==> config.mk <==
export PLATFORM = sky130hd
export DESIGN_NAME = adc_moving_avg
export DESIGN_NICKNAME = d
export VERILOG_FILES = /design/src/rtl/adc_moving_avg.sv
export SDC_FILE = /design/constraint.sdc
export NUM_CORES = 1
export LEC_CHECK = 0
export ABC_AREA = 1
export CAP_MARGIN = 20
export CORE_UTILIZATION = 51
export CTS_CLUSTER_DIAMETER = 100
export DETAILED_ROUTE_END_ITERATION = 10
export PLACE_DENSITY_LB_ADDON = 0.08
export SLEW_MARGIN = 15
export SYNTH_ARGS = -nofsm -noshare
export SYNTH_HDL_FRONTEND = slang
export SYNTH_SLANG_ARGS = --single-unit
==> constraint.sdc <==
create_clock -name sysclk -period 2 [get_ports sysclk]
set_input_delay 0.2 -clock sysclk [delete_from_list [all_inputs] [get_ports sysclk]]
set_output_delay 0.2 -clock sysclk [all_outputs]
set_load 0.005 [all_outputs]
==> src/rtl/adc_moving_avg.sv <==
// Boxcar moving average over the last 2^LOG2N ADC samples. The output is registered two edges
// after the accepted strobe, and an optional bypass passes the raw sample with the same latency.
module adc_moving_avg #(
  parameter int unsigned DATA_W = 10,
  parameter int unsigned LOG2N  = 3
) (
  input  logic              sysclk,
  input  logic              reset,
  input  logic [DATA_W-1:0] data_in,
  input  logic              data_valid,
  input  logic              bypass,
  output logic [DATA_W-1:0] data_out,
  output logic              data_out_valid,
  output logic              busy,
  output logic              overrun
);

  localparam int unsigned N    = 1 << LOG2N;
  localparam int unsigned SumW = DATA_W + LOG2N;

  typedef enum logic [1:0] {StIdle, StUpdate, StOut} state_t;

  state_t            r_state;
  state_t            w_state_next;
  logic [DATA_W-1:0] r_buf [N];
  logic [LOG2N-1:0]  r_wr_ptr;
  logic [SumW-1:0]   r_sum;
  logic [DATA_W-1:0] r_new_s;
  logic [DATA_W-1:0] r_old_s;
  logic              r_byp;
  logic [DATA_W-1:0] r_data_out;
  logic              r_data_out_valid;
  logic              r_overrun;

  always_comb begin
    w_state_next = r_state;
    unique case (r_state)
      StIdle:   if (data_valid) w_state_next = StUpdate;
      StUpdate: w_state_next = StOut;
      StOut:    w_state_next = StIdle;
      default:  w_state_next = StIdle;
    endcase
  end

  always_ff @(posedge sysclk) begin
    if (reset) begin
      r_state          <= StIdle;
      r_wr_ptr         <= '0;
      r_sum            <= '0;
      r_new_s          <= '0;
      r_old_s          <= '0;
      r_byp            <= 1'b0;
      r_data_out       <= '0;
      r_data_out_valid <= 1'b0;
      r_overrun        <= 1'b0;
      for (int i = 0; i < N; i++) begin
        r_buf[i] <= '0;
      end
    end else begin
      r_state          <= w_state_next;
      r_data_out_valid <= 1'b0;
      // A strobe arriving while busy is dropped and flagged until the next reset.
      if (data_valid && (r_state != StIdle)) begin
        r_overrun <= 1'b1;
      end
      case (r_state)
        StIdle: begin
          if (data_valid) begin
            r_new_s <= data_in;
            r_old_s <= r_buf[r_wr_ptr];
            r_byp   <= bypass;
          end
        end
        StUpdate: begin
          // Sum always contains old_s, so the subtraction cannot underflow.
          r_sum           <= r_sum + SumW'(r_new_s) - SumW'(r_old_s);
          r_buf[r_wr_ptr] <= r_new_s;
          r_wr_ptr        <= r_wr_ptr + 1'b1;
        end
        StOut: begin
          r_data_out       <= r_byp ? r_new_s : r_sum[SumW-1:LOG2N];
          r_data_out_valid <= 1'b1;
        end
        default: ;
      endcase
    end
  end

  assign data_out       = r_data_out;
  assign data_out_valid = r_data_out_valid;
  assign busy           = (r_state != StIdle);
  assign overrun        = r_overrun;

endmodule

# Word-level counts from Yosys, hierarchy flattened

Memory sizes are Yosys's and may differ from the RTL's. A register that Yosys moved wholly into a read port is not among the register bits.
Cells that the tools add are included.

Add/subtract/negate cells: 3
Multiply operators: 0
Divide/modulo/power cells: 0
Order comparisons: 0
Equal/unequal tests: 3
Shifts and indexed selects: 0
Muxes and demuxes: 12
Bitwise gates (word level): 0
Reduce and logical (&&, ||, !) cells: 5

Operator list:

| operator            | number |
|---|---|
| $mux 10             | 2 |
| $add 13x10->13      | 1 |
| $sub 13x10->13      | 1 |
| $reduce_or 10->1    | 1 |
| $mux 1              | 7 |
| $pmux 2 s2          | 1 |
| $add 3x1->3 const B | 1 |
| $mux 3              | 1 |
| $eq 2x1->1 const B  | 1 |
| $eq 2x2->1 const B  | 1 |
| $logic_not 2->1     | 1 |
| $mux 2              | 1 |
| $ne 2x2->1 const B  | 1 |
| $reduce_and 2->1    | 1 |
| $reduce_bool 2->1   | 1 |
| $logic_and 1x1->1   | 1 |

Flip-flop bits (word level): 41
Latch bits: 0
RAM bits: 80
Bits in read-only memories: 0
Bits of input ports: 14
Output and inout port bits: 13
Logic and storage cells: 32
Memories: 1

Memories:

| name  | depth | bits a word | read ports | clocked after memory_dff | write ports | line | RTL |
|---|---|---|---|---|---|---|---|
| r_buf | 8     | 10          | 1          | 1                        | 8           | 25   | `logic [DATA_W-1:0] r_buf [N];` |

# Longest topological paths before layout

Word-level depth: 6
Gate-level depth with buffers: 15
Depth with buffers taken out: 15

# Least setup slack after synthesis

OpenSTA, ideal clock, no wires.

Kind: register to register
Start: register r_new_s[1]
End: register r_sum[8]
Library setup time: 0.115 ns
Arrival: 1.972 ns
Required time: 1.885 ns
Setup slack: -0.087 ns
Stages on the path, launching flop included: 12
Path buffers: 0
Period minus slack after synthesis: 2.087 ns
Cells stage by stage: dfxtp_1 > inv_2 > fa_1 > fa_1 > inv_1 > nand3_1 > nand3_1 > a21oi_1 > nand2_1 > nand2_1 > o21ai_0 > inv_1

Longest elaborated chain between the ends: 2

RTL lines:

| what                     | line | RTL |
|---|---|---|
| start: declaration       | 28   | `logic [DATA_W-1:0] r_new_s;` |
| start signal: assignment | 69   | `r_new_s <= data_in;` |
| $add 13x10->13           | 76   | `r_sum <= r_sum + SumW'(r_new_s) - SumW'(r_old_s);` |
| $sub 13x10->13           | 76   |  |
| end signal: assignment   | 76   |  |
| end: declaration         | 27   | `logic [SumW-1:0] r_sum;` |

Every way passes these cells.
A chain may end at the register's enable or synchronous reset.

# Final worst setup path

Start: register r_new_s[2]
End: register r_sum[9]

Same word-level chain as after synthesis.

==> impl_results.md <==
* Status: finished, violations left
* Failing checks: negative setup slack
* Yosys cell types at 33
* Clock Sinks at 131
* R2R depth at 11
* Die Height at 114.1 µm
* Slew of the pin with the lowest slew margin at 0.5807 ns
* Post-route insts no fill at 985
* Max Clk Rate at 459.7 MHz
* TritonCTS Buffers at 17
* Cell area after synthesis at 0.006409 mm²
* Register area share after synthesis at 0.5342
* Final period util at 1.088
* Deepest clock path buffer count at 2
* Max FO, Critical Path at 6
* Grt ovf at 0
* Max-slew violation count at 0
* Total power at 0.008596 W
* Antenna Nets Post-Route at 0
* Synthesized instance count at 725
* Via density at 5.454
* Synth Area per Inst at 8.840 µm²
* Power density over the cells at 1042 mW/mm²
* Detailed Place HPWL at 11530 µm
* RSZ-0062 raised after global routing: true
* Worst flop-to-flop path startpoint: r_new_s[2]
* Ys flop type: edfxtp_1
* Routed Wire Length at 17770 µm
* H-tree depth at 4
* Data arrival time of the critical path at 2.49 ns
* Initial antenna violation count at 0
* Post-route worst setup slack at -0.1755 ns
* Area Growth Syn to Fin at 28.74%
* Reg-to-reg endpoint: r_sum[9]
* Std cell rows at 40
* Final setup fails at 8
* Final Cell Area at 0.008250 mm²
* Die width at 114.1 µm
* Tmin final at 2.175 ns
* Worst vdd ir at 0.6464 mV
* Post-synthesis register bit count at 131
* Core area at 0.01211 mm²
* Flop2flop setup slack at -0.18 ns
* Rel. slew slack at 0.6124
* Vias in the first global route at 5125
* Final net count at 842
* Share of cells above drive strength 1 at 0.2815
* Worst Path Class, Setup: flop to flop
* Placed cell area at 0.007098 mm²
* Final hold vios at 0
* Warnings, synthesis at 0
* Vias at 5372
* Buffers on Ports at 26
* Worst setup EP type: flop
* CTS tree: built
* Top cells by area, synth: edfxtp_1 37%, dfxtp_1 16%, nor2_1 8.2%
* Hold Crit Depth at 3
* First-pass GRT wire length at 27190 µm
* Largest net degree at the start of global routing at 34
* Hold WC Path Type: primary input to flop
* Asr flop ratio synth at 0
* CTS root buffer: clkbuf_16
* Critical path data required time at 2.31 ns
* Num ports at 27
* Final GP Congestion at 0.9274
* Setup TNS at -0.4952 ns
* Antenna cells at 0
* Max-Cap Viols at 0
* First-pass DRT Iterations at 5
* Synth top area share at 0.3749
* Initial core utilization at 0.5291
* Commonest cells in the netlist: 140 x nor2_1, 114 x nand2_1, 80 x edfxtp_1, 73 x inv_1, 56 x a21oi_1
* Syn Nets at 763
* Die area at 0.01302 mm²
* First DRT Iteration DRCs at 479
* Area leader, netlist: edfxtp_1
* Total GRT Usage at 0.2842
* Placed insts at 937
* Most common cell in the netlist: nor2_1
* Leakage at 3.354 nW
* Worst skew pair latency at 0.42 ns
* Min-Delay Endpoint: r_new_s[7]
* DRC at 0
* Worst Hold Launch: data_in[7]
* Clock skew at 0.007717 ns
* Clock Pin Slew Worst Setup and Hold Paths at 0.06 ns
* EDFF count, synth at 80
* Routed wire per std cell at 18.04 µm
* Crit path launch type: flop
## repair_timing
action	CTS	global route
cloned	0	0
buffers inserted	8	8
endpoints found under the hold margin	0	0
setup endpoints to repair	10	10
hold buffers	0	0
pin swaps	17	31
gates resized for setup	69	50
## kinds of logic after synthesis
group / share of synthesized area
and+or+nand+nor: 0.1896
DFF: 0.5342
xor gates and xnor gates: 0.006833
adders and majority gates: 0.05857
buffers and inverters: 0.08766
AOI/OAI and AO/OA: 0.1232
## worst max path at each step
stage	start	endpoint	slack, ns	depth (start not counted)
global placement	r_sum[9]	r_sum[12]	-0.18	13
floorplan	r_sum[6]	r_sum[8]	0.002	12
finish	r_new_s[2]	r_sum[9]	-0.18	11
CTS	r_new_s[1]	r_sum[5]	-0.05	9
detailed placement	r_new_s[2]	r_sum[5]	-0.20	9
global route	r_new_s[2]	r_sum[9]	-0.29	11
## placed cells by master, fill, tap and decap left out, types with 3 or more instances in the layout
| cell | n |
|---|---|
| nor2_1 | 133 |
| nand2_1 | 90 |
| edfxtp_1 | 80 |
| buf_4 | 65 |
| inv_1 | 56 |
| a21oi_1 | 50 |
| o21ai_0 | 45 |
| dfxtp_1 | 34 |
| inv_2 | 32 |
| clkdlybuf4s50_1 | 26 |
| o21ai_1 | 23 |
| clkbuf_16 | 17 |
| dfxtp_2 | 17 |
| nand2_2 | 14 |
| nand3_1 | 13 |
| nand2_4 | 10 |
| ha_4 | 10 |
| nor2_4 | 8 |
| fa_1 | 8 |
| nand4_1 | 6 |
| nor2_2 | 5 |
| o21ai_2 | 5 |
| o211ai_1 | 5 |
| nor3_1 | 5 |
| clkinvlp_4 | 5 |
| nand3_4 | 4 |
| a21oi_2 | 4 |
| inv_4 | 3 |
| nand3_2 | 3 |
| a31oi_1 | 3 |
| or2_2 | 3 |
| xor2_1 | 3 |
| o221ai_2 | 3 |
| ha_1 | 3 |
| bufinv_16 | 3 |
| buf_12 | 3 |
## sequential cells by signal, summed over array words and instances (netlist names)
signal and flops:
data_out 10, r_sum 13, r_buf 80, r_wr_ptr 3
overrun 1, r_new_s 10, data_out_valid 1, r_old_s 10
r_state 2, r_byp 1
## per-stage QoR
step           setup slack, ns  utilization  hold slack [ns]
3_3_place_gp           -0.1794       0.5861           0.4500
2_1_floorplan         0.001685            -           0.2852
5_1_grt                -0.2872       0.6812           0.4480
6_report               -0.1755       0.6812           0.3941
3_5_place_dp           -0.2040       0.5861           0.4710
4_1_cts               -0.04502       0.6653           0.3914
## worst max-delay path, stage by stage, from the launching register on
cell and delay [ns]:
dfxtp_2 0.35, inv_2 0.06, fa_1 0.52, inv_2 0.05
ha_4 0.32, nand2_1 0.08, nor2_1 0.16, nand3_1 0.14
nand4_1 0.14, nand3_1 0.09, nand2_1 0.09, inv_1 0.05
## final cells by class
class	instances	area [µm²]
Clock buffer	17	425.4
Fill cell	959	3861
Timing Repair Buffer	95	819.5
Inverter	91	349.1
Multi-Input combinational cell	468	2820
Sequential cell	131	3445
Clock inverter	15	181.4
Tap cell	168	210.2
## layer usage
metal  share of wire  vias up  global-route usage
li1                -     2522                   -
met1            0.42     2581              0.3912
met2            0.46      230              0.4347
met3           0.091       39             0.07835
met4           0.022        0             0.09610
met5               0        -                   0
## power by group
part,switching [W],internal [W]
Clock,0.00122,0.00197
Sequential,0.0000891,0.00301
Combinational,0.00135,0.000953
(Power assumes the default switching activity.)
